<file path="config.mk">
export PLATFORM = sky130hd
export DESIGN_NAME = instr_fetch_unit
export DESIGN_NICKNAME = d
export VERILOG_FILES = /design/src/rtl/instr_fetch_unit.sv
export SDC_FILE = /design/constraint.sdc
export NUM_CORES = 1
export LEC_CHECK = 0
export ABC_CLOCK_PERIOD_IN_PS = 2710
export CAP_MARGIN = 10
export CELL_PAD_IN_SITES_DETAIL_PLACEMENT = 2
export CELL_PAD_IN_SITES_GLOBAL_PLACEMENT = 2
export CORE_ASPECT_RATIO = 0.8
export CORE_MARGIN = 8
export CORE_UTILIZATION = 22
export DETAILED_ROUTE_END_ITERATION = 6
export GPL_TIMING_DRIVEN = 0
export PLACE_DENSITY_LB_ADDON = 0.1
export REMOVE_ABC_BUFFERS = 1
export SYNTH_ARGS = -nofsm -noshare
export SYNTH_HDL_FRONTEND = slang
export SYNTH_SLANG_ARGS = --single-unit
export TNS_END_PERCENT = 10
</file>
<file path="constraint.sdc">
create_clock -name clk -period 2.71 [get_ports clk]
set_input_delay 0.271 -clock clk [delete_from_list [all_inputs] [get_ports clk]]
set_output_delay 0.271 -clock clk [all_outputs]
set_load 0.1 [all_outputs]
</file>
<file path="src/rtl/instr_fetch_unit.sv">
// instr_fetch_unit
// ----------------
// Front-end fetch stage of the RISC-V core. It holds the program counter,
// issues one instruction-memory read at a time, captures the returned word
// into an instruction register and presents it, with its decoded fields,
// under a valid/ready handshake. A redirect from execute loads a new PC and
// flushes whatever fetch is in flight.
//
// Parameters:
//   RESET_PC   PC loaded on reset (word aligned)
//   NOP_INSTR  instruction register reset value (addi x0,x0,0)
//
// Ports:
//   clk, reset                 core clock, synchronous active-high reset
//   imem_req/imem_addr         read request and word-aligned fetch address
//   imem_ready                 memory accepts the request this cycle
//   imem_rvalid/imem_rdata     returned instruction word
//   redirect_valid/redirect_pc branch/jump target from execute
//   out_valid/out_ready        handshake for the held instruction
//   out_pc/out_instr           PC and word of the held instruction
//   Op,Funct3,Funct7,Rd,Rs1,Rs2 decoded slices of out_instr
//   out_illegal                held word is not a 32-bit encoding
module instr_fetch_unit #(
    parameter logic [31:0] RESET_PC  = 32'h0000_0000,
    parameter logic [31:0] NOP_INSTR = 32'h0000_0013
) (
    input  logic        clk,
    input  logic        reset,
    output logic        imem_req,
    output logic [31:0] imem_addr,
    input  logic        imem_ready,
    input  logic        imem_rvalid,
    input  logic [31:0] imem_rdata,
    input  logic        redirect_valid,
    input  logic [31:0] redirect_pc,
    output logic        out_valid,
    input  logic        out_ready,
    output logic [31:0] out_pc,
    output logic [31:0] out_instr,
    output logic [6:0]  Op,
    output logic [2:0]  Funct3,
    output logic [6:0]  Funct7,
    output logic [4:0]  Rd,
    output logic [4:0]  Rs1,
    output logic [4:0]  Rs2,
    output logic        out_illegal
);

    // S_REQ: ready to issue, S_WAIT: waiting for a wanted response,
    // S_DRAIN: waiting for a response that a redirect has made stale.
    typedef enum logic [1:0] {
        S_REQ,
        S_WAIT,
        S_DRAIN
    } state_t;

    state_t      state_q, state_d;
    logic [31:0] pc_q, pc_d;
    logic [31:0] out_pc_q, out_pc_d;
    logic [31:0] out_instr_q, out_instr_d;
    logic        out_valid_q, out_valid_d;
    logic        slot_free;
    logic        capture;

    // Request generation. A request is only issued when the instruction
    // register will be free to take its response, so a capture never has
    // to overwrite a live instruction. Reset suppresses the request so the
    // memory never sees one during the reset cycle.
    always_comb begin
        slot_free = !out_valid_q || out_ready;
        imem_req  = !reset && (state_q == S_REQ) && slot_free && !redirect_valid;
        imem_addr = pc_q;
        capture   = (state_q == S_WAIT) && imem_rvalid && !redirect_valid;
    end

    // Next-state logic. A redirect wins over everything else; when it hits
    // a fetch still in flight we have to drain that response, unless the
    // response arrives in the same cycle and can simply be dropped.
    always_comb begin
        state_d     = state_q;
        pc_d        = pc_q;
        out_pc_d    = out_pc_q;
        out_instr_d = out_instr_q;
        out_valid_d = out_valid_q;

        if (redirect_valid) begin
            pc_d        = redirect_pc & ~32'h3;
            out_valid_d = 1'b0;
            case (state_q)
                S_WAIT:  state_d = imem_rvalid ? S_REQ : S_DRAIN;
                S_DRAIN: state_d = imem_rvalid ? S_REQ : S_DRAIN;
                default: state_d = S_REQ;
            endcase
        end else begin
            if (out_valid_q && out_ready) begin
                out_valid_d = 1'b0;
            end
            case (state_q)
                S_REQ: begin
                    if (imem_req && imem_ready) begin
                        state_d = S_WAIT;
                    end
                end
                S_WAIT: begin
                    if (capture) begin
                        out_instr_d = imem_rdata;
                        out_pc_d    = pc_q;
                        out_valid_d = 1'b1;
                        pc_d        = pc_q + 32'd4;
                        state_d     = S_REQ;
                    end
                end
                S_DRAIN: begin
                    if (imem_rvalid) begin
                        state_d = S_REQ;
                    end
                end
                default: state_d = S_REQ;
            endcase
        end
    end

    // State registers with synchronous reset.
    always_ff @(posedge clk) begin
        if (reset) begin
            state_q     <= S_REQ;
            pc_q        <= RESET_PC;
            out_pc_q    <= RESET_PC;
            out_instr_q <= NOP_INSTR;
            out_valid_q <= 1'b0;
        end else begin
            state_q     <= state_d;
            pc_q        <= pc_d;
            out_pc_q    <= out_pc_d;
            out_instr_q <= out_instr_d;
            out_valid_q <= out_valid_d;
        end
    end

    // Decoded fields are plain slices of the held word, so they stay
    // stable for as long as the instruction register is held.
    always_comb begin
        out_valid   = out_valid_q;
        out_pc      = out_pc_q;
        out_instr   = out_instr_q;
        Op          = out_instr_q[6:0];
        Funct3      = out_instr_q[14:12];
        Funct7      = out_instr_q[31:25];
        Rd          = out_instr_q[11:7];
        Rs1         = out_instr_q[19:15];
        Rs2         = out_instr_q[24:20];
        out_illegal = out_valid_q && (out_instr_q[1:0] != 2'b11);
    end

endmodule
</file>
[Word level (Yosys, flattened, before mapping)]
Index checks and enable logic that the tools add are counted.
Operators by class
  shift-type cells: 0
  bitwise gates (word level): 1
  $lt $le $gt $ge: 0
  $mul: 0
  add/sub/neg operators: 1
  reductions and logical operators: 21
  muxes and demuxes: 13
  divide/modulo/power cells: 0
  equal/unequal tests: 6
Operator list (count)
  32-bit two-way mux: 3
  32-bit by 3-bit adder with 32-bit output (second input constant): 1
  2-bit two-way mux: 6
  1-bit logical AND: 8
  3-bit != test (second input constant): 2
  2-bit one-hot mux with 3 select lines: 1
  3-bit AND reduction: 2
  2-bit AND reduction: 2
  2-bit nonzero test: 2
  2-bit OR reduction: 2
  1-bit zero test: 3
  1-bit two-way mux: 3
  3-bit by 2-bit != test with 1-bit output (second input constant): 1
  2-bit by 1-bit == test with 1-bit output (second input constant): 1
  2-bit == test (second input constant): 1
  2-bit zero test: 1
  2-bit != test (second input constant): 1
  1-bit logical OR: 1
  1-bit NOT: 1
Storage, ports and cells
  output and inout bits: 131
  latch bits: 0
  bits of input ports: 70
  memory bits (read-only): 0
  register bits after elaboration: 99
  bits in writable memories: 0
  memories: 0
  logic and storage cells: 48

[Longest topological paths before layout]
  depth in word-level cells: 8
  depth in mapped cells: 8

[Worst setup path before layout]
Ideal clock, no wire load.
  kind: reg-to-reg
  from: register out_valid_q, in the netlist out_valid
  to: register state_q[0]
  path slack: -1005 ps
  arrival time: 3619 ps
  required time: 2615 ps
  cell stages (with the launch flop): 5
  clock period less this slack: 3715 ps
  cells stage by stage: dfxtp_1 nand2b_1 nor3b_1 nand3_1 a221oi_1
Between the ends
  longest elaborated chain between the ends: 7
RTL lines
  from (decl): line 61  | logic out_valid_q, out_valid_d;
  from (signal assigned): line 136  | out_valid_q <= out_valid_d;
  1-bit zero test: line 70  | slot_free = !out_valid_q || out_ready;
  1-bit logical OR: line 70
  1-bit logical AND (2 in a row): line 71  | imem_req = !reset && (state_q == S_REQ) && slot_free && !redirect_valid;
  named net imem_req: line 29  | output logic imem_req,
  1-bit logical AND: line 100  | if (imem_req && imem_ready) begin
  3-bit by 2-bit != test with 1-bit output (no source line)
  3-bit AND reduction (no source line)
  to (signal assigned): line 132  | state_q <= state_d;
  to (decl): line 57  | state_t state_q, state_d;
The timed path passes the listed nets, and every way through them passes these cells.
A chain may end at the register's enable or synchronous reset.

[Worst setup path in the final report]
  from: register pc_q[10], in the netlist imem_addr[10]
  to: register pc_q[25], in the netlist imem_addr[25]
Between the ends
  longest elaborated chain between the ends: 4
RTL lines
  from (decl): line 58  | logic [31:0] pc_q, pc_d;
  from (signal assigned): line 133  | pc_q <= pc_d;
  32-bit by 3-bit adder with 32-bit output: line 109  | pc_d = pc_q + 32'd4;
  32-bit two-way mux: line 105  | if (capture) begin
  32-bit two-way mux: line 98  | case (state_q)
  32-bit two-way mux: line 86  | if (redirect_valid) begin
No other way between the ends. The select of a mux whose other input is x is not followed.

==> results.json <==
{
  "status": "complete, no violations",
  "required_ns": 2.96,
  "cp_data_arrival_time_ns": 2.78,
  "drt-pass1-iter-count": 4,
  "startpoint": "imem_addr[10]",
  "reg2reg_slack_ns": 0.18,
  "ys_top_cells_by_count": "139 x nand2_1, 95 x dfxtp_1, 62 x a21oi_1",
  "antenna_found_initial": 1,
  "grt_first_pass_wirelength_um": 28400,
  "cts_buffer_depth": 2,
  "core_area_um2": 19600,
  "period_needed_ns": 2.53,
  "rsz0062_at_grt": "no",
  "hold_path_depth": 2,
  "synth_area_leaders": "dfxtp_1 44%, nand2_1 12%, a21oi_1 7.1%, buf_4 6.2%, clkbuf_1 3.0%",
  "dp_hpwl_um": 13300,
  "hold_violations": 0,
  "layout-drive-gt1-share_pct": 4.30,
  "synth_edf_count": 0,
  "p_leak_uw": 0.00217,
  "seq_area_frac_synth_pct": 43.7,
  "rr_worst_depth": 4,
  "r2r-start": "imem_addr[10]",
  "viasPerCell": 4.70,
  "synth_area_um2": 4350,
  "tightestPinTransition_ns": 1.08,
  "layout.nets": 767,
  "cts_tree": "yes",
  "numCtsBuffers": 9,
  "ios": 201,
  "ys_ff_latch": 95,
  "total_power_uw": 3630,
  "crit_chain": "nand3_1, or4_1, or4_1, a311oi_1",
  "rows": 46,
  "timing.fmax_mhz": 396,
  "path_max_fanout": 11,
  "wl_met1_um": 7590,
  "postCtsSetupBuffers": 0,
  "grt_pass1_vias": 5000,
  "critPathMaxStageDelay_ns": 0.81,
  "drc": 0,
  "synthCells": 554,
  "yosysTopAreaCell": "dfxtp_1",
  "cts-root-buf": "clkbuf_16",
  "wl_um": 18000,
  "start_util_pct": 22.2,
  "min_period_over_period_pct": 93.3,
  "clkTransAtPathRegs_ns": 0.07,
  "antenna_left": 0,
  "vias": 4526,
  "max_slew_margin_pct": 27.6,
  "clk_latency_ns": 0.35,
  "yosys_most_used_dff": "dfxtp_1",
  "io_buffer_count": 194,
  "wl_met3_um": 1110,
  "die_area_um2": 24600,
  "cpMostUsedCell": "or4_1",
  "hold_path_startpoint": "reset",
  "grt.total_usage_pct": 14.5,
  "wire_per_inst_um": 18.7,
  "stdcell_area_um2": 6700,
  "postPlaceCellArea_um2": 6320,
  "htree_levels": 3,
  "maxCapViolCount": 0,
  "drt_iter0_drc": 122,
  "synth_most_common_cell": "nand2_1",
  "die_width_um": 173,
  "max-vdd-ir-drop_uv": 310,
  "slew_viol_final": 0,
  "gp_congestion": 0.698,
  "fp.dieH_um": 142,
  "yosys.cell_types.count": 44,
  "setup.worst_path.start_class": "register",
  "avgSynthCellArea_um2": 7.85,
  "setup_viol": 0,
  "rr_endpoint": "imem_addr[25]",
  "overflow": 0,
  "min_to": "out_instr[12]",
  "hold_path.class": "input pin to register",
  "crit_slowest_cell": "or4_1",
  "synthToLayoutAreaGrowth_pct": 54.1,
  "grt_max_degree": 63,
  "yosysWarnings": 0,
  "cts_sinks": 95,
  "postSynth.asyncResetShare_pct": 0,
  "hold_ws_ns": 0.367,
  "critPathCaptureType": "register",
  "finClkSkew_ns": 0.0101,
  "met2_length_um": 9080,
  "synth_top_area_share_pct": 43.7,
  "antennaDiodeCount": 0,
  "routed.top_layer": "met5",
  "crit_type": "register to register",
  "powerDensity_nw_per_um2": 542
}
-- metal layers --
metal	track usage [%]	up-vias
met5	0	-
li1	-	2161
met4	4.26	2
met3	5.31	15
met2	25.8	107
met1	16.1	2241
-- critical path, delay by kind of cell, from the launching register on --
family / cells / cell delay (ns)
AO/OA/AOI/OAI: 1 / 0.26
flip-flops: 1 / 0.44
AND/OR/NAND/NOR: 3 / 1.73
-- registers in the layout, summed over array words and instances (netlist names) --
name	count
out_instr	32
imem_addr	30
state_q	2
out_pc	30
out_valid	1
-- power by group --
part / internal [uW] / switching, uW / leakage [uW]
logic: 196 / 436 / 0.00123
registers: 1430 / 59.4 / 0.000773
clock network: 910 / 598 / 0.000164
total: 2540 / 1090 / 0.00217
-- layout make-up --
| type | count | area [um^2] |
|---|---|---|
| clock buffer | 10 | 229 |
| sequential | 95 | 1900 |
| multi-input combinational | 382 | 2040 |
| inverter | 7 | 31.3 |
| clock inverter | 6 | 115 |
| fill | 2201 | 12900 |
| tap | 264 | 330 |
| timing repair buffer | 198 | 2050 |
-- through the flow --
step | util [%] | setup WS, ns | instances | TNS [ns]
after floorplan | - | -1.05 | 484 | -22.90
after global placement | 31.7 | -3.38 | 942 | -261.36
after detailed placement | 32.2 | -1.21 | 945 | -80.35
after CTS | 34.0 | 0.0613 | 961 | 0
after global routing | 34.1 | 0.0291 | 962 | 0
final | 34.1 | 0.182 | 962 | 0
-- worst max-delay path by stage --
stage,end,cells past startpoint
after global placement,out_pc[20],5
after floorplan,out_illegal,1
final,imem_addr[25],4
after detailed placement,out_instr[16],5
after global routing,imem_addr[25],4
after CTS,out_pc[11],5
-- repair_timing --
action | in CTS | in global routing
endpoints found under the setup margin | 68 | 1
hold buffers | 0 | 0
pin swaps | 1 | 0
resized for setup | 7 | 1
-- placed cells by master (no fill, tap or decap), drive strengths merged, types with 2 or more instances in the layout --
cell type / count
clkdlybuf4s50: 191
nand2: 139
dfxtp: 95
a21oi: 62
nor2: 27
nand3: 21
a211oi: 12
a311oi: 12
o21ai: 11
or4: 10
clkbuf: 10
and3: 9
nand4: 9
inv: 9
or3: 7
xnor2: 6
o31ai: 5
and4: 5
buf: 5
nor4: 4
a2111oi: 4
xor2: 4
ha: 4
conb: 4
nand2b: 3
a32oi: 3
nor2b: 3
nor3: 3
bufinv: 3
nor3b: 2
nor4b: 2
-- logic make-up (layout without fill, tap and decap cells) --
logic type	after synthesis	after routing	share of synthesized area [%]
AO/OA/AOI/OAI	116	116	16.4
buffers and inverters	80	221	10.0
AND/OR/NAND/NOR	248	248	26.6
adder cells (fa/ha/maj)	4	4	1.15
XOR/XNOR	10	10	2.01
flip-flops	95	95	43.7
other	1	4	0.0862
(Power assumes the default switching activity.)
